File: config.mk
export PLATFORM = sky130hd
export DESIGN_NAME = clkdiv_multi
export DESIGN_NICKNAME = d
export VERILOG_FILES = /design/src/rtl/clkdiv_multi.sv
export SDC_FILE = /design/constraint.sdc
export NUM_CORES = 1
export LEC_CHECK = 0
export BUFFER_PORTS_ARGS = -buffer_cell sky130_fd_sc_hd__buf_2
export CAP_MARGIN = 20
export CORE_AREA = 2 2 112 114
export DETAILED_ROUTE_END_ITERATION = 8
export DIE_AREA = 0 0 114 116
export PLACE_DENSITY_LB_ADDON = 0.12
export SETUP_SLACK_MARGIN = 0.05
export SLEW_MARGIN = 20
export SYNTH_ARGS = -nofsm -noshare
export SYNTH_HDL_FRONTEND = slang
export SYNTH_SLANG_ARGS = --single-unit
File: constraint.sdc
create_clock -name clk -period 4.5 [get_ports clk]
set_clock_uncertainty 0.15 [all_clocks]
set_input_delay 0.45 -clock clk [delete_from_list [all_inputs] [get_ports clk]]
set_output_delay 0.45 -clock clk [all_outputs]
set_load 0.1 [all_outputs]
File: src/rtl/clkdiv_multi.sv
// clkdiv_multi
//   Multi-channel clock-enable generator. Each channel counts master clock
//   cycles modulo a runtime-programmable divisor D and decodes a one-cycle
//   enable strobe (tick) and a divided square wave (sq) from its registered
//   counter. The outputs are enables for fabric logic and are never used as
//   clocks.
//
//   New divisors are written into a per-channel shadow register and take
//   effect at the channel's next wrap, so a period is never cut short. A sync
//   pulse restarts every channel at cnt = 0 and applies any pending divisor.
//   D = 0 disables a channel: cnt is held at 0 and tick/sq stay low.
//
//   Build option CLKDIV_IMMEDIATE_LOAD_EN: when defined, a valid write loads
//   the divisor and clears the counter on the next edge regardless of phase,
//   and pend is tied low.
//
// Ports
//   clk     in   master clock
//   clr     in   asynchronous reset, active-high
//   wr_en   in   divisor write strobe (one cycle)
//   wr_ch   in   target channel of the write; indices >= NUM_CH are ignored
//   wr_div  in   new divisor value
//   sync    in   restart all channels together on the next edge
//   tick    out  per-channel one-cycle enable strobe (cnt == D-1)
//   sq      out  per-channel square wave, high for cnt >= ceil(D/2)
//   pend    out  per-channel flag: a written divisor is waiting to load
module clkdiv_multi #(
    parameter int                          NUM_CH     = 2,
    parameter int                          DIV_W      = 18,
    parameter logic [NUM_CH*DIV_W-1:0]     RESET_DIVS = {18'd131072, 18'd2}
) (
    input  logic              clk,
    input  logic              clr,
    input  logic              wr_en,
    input  logic [2:0]        wr_ch,
    input  logic [DIV_W-1:0]  wr_div,
    input  logic              sync,
    output logic [NUM_CH-1:0] tick,
    output logic [NUM_CH-1:0] sq,
    output logic [NUM_CH-1:0] pend
);

    localparam logic [DIV_W-1:0] ONE = DIV_W'(1);
    localparam logic [DIV_W-1:0] TWO = DIV_W'(2);

    for (genvar g = 0; g < NUM_CH; g++) begin : g_ch
        localparam logic [DIV_W-1:0] INIT_DIV = RESET_DIVS[g*DIV_W +: DIV_W];

        logic [DIV_W-1:0] r_cnt;
        logic [DIV_W-1:0] r_div;
        logic             w_hit;
        logic             w_en;
        logic             w_wrap;
        logic [DIV_W-1:0] w_half;

        // Only indices 0..NUM_CH-1 can match, so out-of-range writes fall
        // through with no effect.
        assign w_hit  = wr_en && (wr_ch == 3'(g));
        assign w_en   = (r_div != '0);
        assign w_wrap = w_en && (r_cnt == r_div - ONE);
        // ceil(D/2): odd divisors get the extra cycle in the low phase.
        assign w_half = {1'b0, r_div[DIV_W-1:1]} + {{(DIV_W-1){1'b0}}, r_div[0]};

        assign tick[g] = w_wrap;
        assign sq[g]   = (r_div >= TWO) && (r_cnt >= w_half);

`ifdef CLKDIV_IMMEDIATE_LOAD_EN
        assign pend[g] = 1'b0;

        always_ff @(posedge clk or posedge clr) begin
            if (clr) begin
                r_cnt <= '0;
                r_div <= INIT_DIV;
            end else if (w_hit) begin
                r_div <= wr_div;
                r_cnt <= '0;
            end else if (sync || w_wrap || !w_en) begin
                r_cnt <= '0;
            end else begin
                r_cnt <= r_cnt + ONE;
            end
        end
`else
        logic [DIV_W-1:0] r_shadow;
        logic             r_pend;
        logic             w_load_pt;

        // Points where a new divisor may be applied: a wrap, a sync, or any
        // edge of a disabled channel that has something pending.
        assign w_load_pt = sync || w_wrap || (!w_en && r_pend);
        assign pend[g]   = r_pend;

        always_ff @(posedge clk or posedge clr) begin
            if (clr) begin
                r_cnt    <= '0;
                r_div    <= INIT_DIV;
                r_shadow <= INIT_DIV;
                r_pend   <= 1'b0;
            end else begin
                if (w_hit) begin
                    r_shadow <= wr_div;
                end
                if (w_load_pt) begin
                    // A write landing on a load point bypasses the shadow.
                    if (w_hit) begin
                        r_div <= wr_div;
                    end else if (r_pend) begin
                        r_div <= r_shadow;
                    end
                    r_pend <= 1'b0;
                    r_cnt  <= '0;
                end else begin
                    if (w_hit) begin
                        r_pend <= 1'b1;
                    end
                    r_cnt <= w_en ? r_cnt + ONE : '0;
                end
            end
        end
`endif
    end

endmodule

## After elaboration in Yosys (flattened, before gate mapping)

Index checks and enable logic that the tools add are counted.

| word-level totals | value |
|---|---|
| output and inout bits | 6 |
| bits of input ports | 25 |
| register bits after elaboration | 110 |

| cells by class | value |
|---|---|
| order comparisons | 4 |
| reductions and logical operators | 23 |
| muxes and demuxes | 12 |
| add/subtract/negate cells | 6 |
| equality and inequality tests | 3 |

Operator list:

| operator | number |
|---|---|
| $mux W18 | 8 |
| $add A17 B1 Y18 | 2 |
| $add A18 B1 Y18 const B | 2 |
| $eq A18 B18 Y1 | 2 |
| $ge A18 B18 Y1 | 2 |
| $ge A18 B2 Y1 const B | 2 |
| $reduce_bool A18 Y1 | 2 |
| $sub A18 B1 Y18 const B | 2 |
| $logic_and A1 B1 Y1 | 8 |
| $reduce_bool A2 Y1 | 4 |
| $logic_or A1 B1 Y1 | 4 |
| $mux W1 | 4 |
| $reduce_and A2 Y1 | 2 |
| $eq A3 B1 Y1 const B | 1 |
| $logic_not A3 Y1 | 1 |
| $logic_not A1 Y1 | 2 |

## Logic depth before layout (Yosys ltp)

| depth | value |
|---|---|
| depth after elaboration | 6 |
| mapped depth | 15 |
| mapped depth without buffers | 14 |

## Least setup slack after synthesis

OpenSTA, ideal clock, no wires.

| timing | value |
|---|---|
| path kind | register to output |
| start point | reg g_ch[0].r_div[4] |
| end point | out sq[0] |
| path buffers | 1 |
| stages on the path, launching flop included | 14 |
| data arrival time | 4.305 ns |
| data required time | 3.900 ns |
| path slack | -0.405 ns |
| cell sequence | dfrtp_1 clkbuf_1 and3_1 nand3_1 nor2_1 nand3_1 xor2_1 ha_1 a21o_1 a21oi_1 nor2b_1 a211oi_1 o21a_1 o21ai_0 |

| between the ends | value |
|---|---|
| longest elaborated chain between the ends | 3 |
| elaborated cells between the ends (all ways) | 4 |
| classes of those cells | 1 x add/sub; 2 x order compare; 1 x reduce/logical |

RTL lines:

| what | RTL line | RTL |
|---|---|---|
| start, declared | 50 | `logic [DIV_W-1:0] r_div;` |
| start signal, assigned | 106 | `r_div <= wr_div;` |
| start signal, assigned | 108 | `r_div <= r_shadow;` |
| $add A17 B1 Y18 | 62 | `assign w_half = {1'b0, r_div[DIV_W-1:1]} + {{(DIV_W-1){1'b0}}, r_div[0]};` |
| $ge A18 B18 Y1 | 65 | `assign sq[g] = (r_div >= TWO) && (r_cnt >= w_half);` |
| $logic_and A1 B1 Y1 * | 65 |  |
| end, declared | 39 | `output logic [NUM_CH-1:0] sq,` |

Mark *: on every way between the ends. The rest lies on a longest branch, timed or not.

## Worst setup path after layout

| timing | value |
|---|---|
| start point | reg g_ch[0].r_div[3] |
| end point | out sq[0] |

The elaborated chain is that of the path after synthesis.

==> results.md <==
- Dividing the detail-routed wire length by the instance count gives between 15 and 20 um.
- The data arrival time of the worst path is 3670 ps.
- The share of post-route cells with drive strength above 1 is between 10% and 20%.
- The initial antenna violation count came to 0.
- The H-tree generated during clock tree synthesis spans 3 levels.
- The count of fill cells added during filler insertion is roughly 970.
- STA classifies the critical path startpoint as a register.
- OpenSTA, run right after detailed placement, puts the worst setup slack at ~360 ps.
- The iteration count of the initial detailed-routing pass is 4.
- The count of flip-flops with a built-in enable after synthesis is 0.
- The critical setup path kind is register to primary output.
- The part of the total power dissipated in sequential elements is ~43%.
- The clock passes through at most 2 buffers.
- The worst-case headroom to the max-slew limit is a little over half.
- The final antenna-violating net count is 0.
- The initial standard-cell utilization of the core is 62.0%.
- The met2 track demand over resource in global routing is between 40% and 50%.
- The mean instance size in the synthesized netlist is 10.2 um2.
- The net switching component of the power is 0.00147 W.
- The dominant synthesized flop cell is dfrtp_1.
- Hold is met by between 200 and 250 ps.
- The layout overhead on the synthesized area is 6.30%.
- The total routing resource utilization after global routing is about a quarter.
- The total count of hold-check failures in the final report is 0.
- The fraction of power spent switching nets is roughly 39%.
- TritonCTS built the clock tree.
- In the final layout, flip-flops and latches occupy between 0.002 and 0.003 mm2.
- For this block, the routed nets add up to between 15,000 and 20,000 um of wire.
- The standard cell core area is 0.0119 mm2.
- The floorplan step defined a die boundary enclosing between 0.01 and 0.015 mm2.
- In this run the static leakage power is 3.37 nW.
- The TritonCTS sink count is 110.
- The final sum of negative setup slack is 0 ps.
- The synthesized netlist contains 73 unique library cells.
- During I/O placement, the number of pins put on the boundary was 31.
- The total setup buffers inserted after CTS is 0.
- The clock transition at the registers of the reported paths is approximately 70 ps.
- The share of the cycle needed by the critical path after routing is roughly 95%.
- The via total after detailed routing is approximately 5,200.
- The top fanout value on the critical path is 10.
- The final setup violation count is 0.
- For this run, design rule violations remaining after detail routing come to 0.
- Across the run, the number of max-cap violations was 0.
- The post-synthesis instance area is approximately 0.0074 mm2.
- The number of cells produced by synthesis is between 700 and 800.
- The share of total power in the clock network is around 20%.
- The count of standard-cell rows is 40.
- Cell internal power was estimated by the tool at between 0.002 and 0.0025 W.
- The first-iteration detailed-routing DRC count is 257.
- After synthesis, the share of flip-flops with an asynchronous set or reset is between 90% and 100%.
- The post-DP HPWL is ~12,000 um.
- The total count of max-transition violations in the final report came to 0.
- Sequential elements use a little under two fifths of the synthesized area.
- The maximum clock frequency is about 0.23 GHz.
- The post-route worst setup slack is around 230 ps.
- The overflow left after global routing is 0.
- At the end of routability-driven placement, the weighted congestion stood at 0.844.
- The number of nets handed over by synthesis was between 700 and 800.
- Overall power consumption after layout is estimated at between 0.003 and 0.004 W.
- For this run, the number of Yosys warnings is 0.
- STA classifies the critical path endpoint as a primary output.
- In the routed layout, each cell is associated on average with a via count of about 6.
- The area taken by multi-input logic gates is around 0.0043 mm2.
- The root buffer cell is clkbuf_16.
- The global-route track usage on met3 is 5.39%.
- For this run, the share of the core covered by cells in the final layout is roughly two thirds.
- The width of the die is approximately 110 um.
- The repair_antennas step left the layout with diodes totalling 0.
- The number of buffers added by the clock tree synthesis step is 9.
- For the worst setup path, the data required time is ~3900 ps.
- The final period demand of the worst path is about 4300 ps.
- The pin count of the biggest net entering global routing is 82.
- The first global-routing pass estimated roughly 26,000 um of wire.
- The layer flagged by global routing as most heavily used is met2.
- The classification of the worst-slack hold path is primary input to register.
- The insertion delay of the later-clocked pin in the worst-skew pair is 360 ps.
- Across the VDD grid, the largest voltage drop is approximately 270 uV.
- The number of storage elements in the synthesis netlist is 110.
- The count of buffers added on input and output ports is 30.
- The cell area power density is ~480 mW/mm2.
- Setup repair after global routing left no endpoint under its margin.
- The die is between 100 and 150 um tall.
- The flow ran to the end, and the final reports show no timing, DRC or antenna violations.
- At the pin with the least slew margin, the transition time is between 700 and 800 ps.
- The met1 capacity usage during global routing is a little under 30%.
- The layout net count is between 700 and 800.
- The via count of the first global-routing pass was around 5,400.
- The combinational power share is a little under two fifths.
## through the flow
| stage | instances | area, um2 |
|---|---|---|
| final | 877 | 7850 |
| after global routing | 877 | 7850 |
| after CTS | 875 | 7810 |
| after detailed placement | 860 | 7530 |
| after global placement | 860 | 7530 |
| after floorplan | 723 | 7390 |
## timing repair
item | CTS | global route
resized for setup | 1 | 2
hold endpoints to repair | 0 | 24
hold buffers | 0 | 1
endpoints found under the setup margin | 1 | 1
## layout make-up
cell class                      count  share of cell area, %
Clock buffer                       10                   2.92
Clock inverter                      5                  0.574
Inverter                           24                   1.18
Multi-Input combinational cell    546                   55.1
Sequential cell                   110                   35.1
Tap cell                          147                   2.34
Timing Repair Buffer               35                   2.71
## sequential cells by signal, indices dropped and copies added, names as in the netlist
register	count
g_ch.r_cnt	36
g_ch.r_div	36
g_ch.r_shadow	36
g_ch.r_pend	2
## synth_stat cells (5+ instances only)
cell type,n,area share [%]
and2_1,6,0.51
nor4_1,6,0.51
nor2b_1,7,0.59
xor2_1,50,5.9
xnor2_1,52,6.2
nor3_1,9,0.61
a31oi_1,5,0.42
nor2_1,71,3.6
buf_4,5,0.51
mux2i_1,6,0.81
nor4b_1,6,0.71
inv_1,24,1.2
nand2_1,26,1.3
ha_1,46,7.8
nand3_1,39,2.6
clkbuf_1,22,1.1
o21ai_0,11,0.75
mux2_1,11,1.7
nand2b_1,9,0.76
mux2_4,7,1.4
mux2_2,52,7.9
a21o_1,10,1.0
nand4_1,20,1.7
dfrtp_1,106,36
or4_1,7,0.71
buf_2,8,0.54
and3_1,16,1.4
or2_2,5,0.42
a21oi_1,14,0.95
## logic make-up (layout without fill, tap and decap cells)
logic type      after synthesis  count (layout)  synth area share [%]
fa+ha+maj                    46              46                  7.79
buf+inv                      67              74                  4.51
mux                          76              76                  11.8
simple gates                252             252                  18.9
compound gates               70              70                  7.49
flops                       110             110                  37.3
xor+xnor                    102             102                  12.1
## layer usage
layer | share of wire, % | vias up
li1 | - | 2541
met1 | 42 | 2581
met2 | 52 | 81
met3 | 2.8 | 43
met4 | 3.2 | 0
met5 | 0 | -
## cell usage in the layout (no fill, tap or decap), drive strengths merged, types with 4 or more instances in the layout
cell type	synthesis	final
a211oi	4	4
a21o	10	10
a21oi	14	14
a31oi	5	5
and2	6	6
and3	16	16
buf	19	33
clkbuf	24	11
dfrtp	106	106
dfstp	4	4
ha	46	46
inv	24	26
mux2	70	70
mux2i	6	6
nand2	26	26
nand2b	9	9
nand3	39	39
nand4	20	20
nor2	73	73
nor2b	7	7
nor3	10	10
nor4	10	10
nor4b	6	6
o21ai	12	12
o2bb2ai	4	4
o31ai	5	5
or2	5	5
or3	7	7
or4	8	8
xnor2	52	52
xor2	50	50
## power by group through the flow
stage	clock, W	sequential, W	combinational (W)
after global routing	0.000809	0.00166	0.00158
after global placement	0	0.00160	0.00134
after detailed placement	0	0.00162	0.00140
after CTS	0.000769	0.00160	0.00141
final	0.000746	0.00161	0.00141
after floorplan	0	0.00135	0.00138
## critical path, cell delays in order (launching register included)
cell,delay (ps)
dfrtp_1,580
and3_1,260
nand3_1,160
nor2_1,180
xnor2_1,140
ha_1,270
a21o_1,180
a21o_1,160
a21oi_1,250
nor2b_1,170
o21ai_0,160
a211oi_1,260
o21a_1,160
o21ai_1,60
buf_2,290
## path summary, 6_finish.rpt
path	from	end	slack, ps	cells after the start
max reg2reg	g_ch[0].r_div[0]$_DFFE_PP0P_	g_ch[0].r_cnt[4]$_DFF_PP0_	770	10
min reg2reg	g_ch[0].r_shadow[13]$_DFFE_PP0P_	g_ch[0].r_shadow[13]$_DFFE_PP0P_	340	1
max in group asynchronous	clr	g_ch[1].r_shadow[17]$_DFFE_PP1P_	2970	4
max	g_ch[0].r_div[3]$_DFFE_PP0P_	sq[0]	230	14
min	wr_div[1]	g_ch[0].r_shadow[1]$_DFFE_PP1P_	210	2
min in group asynchronous	clr	g_ch[1].r_cnt[2]$_DFF_PP0_	480	3
Note: power is estimated with default switching activity, not from simulation.
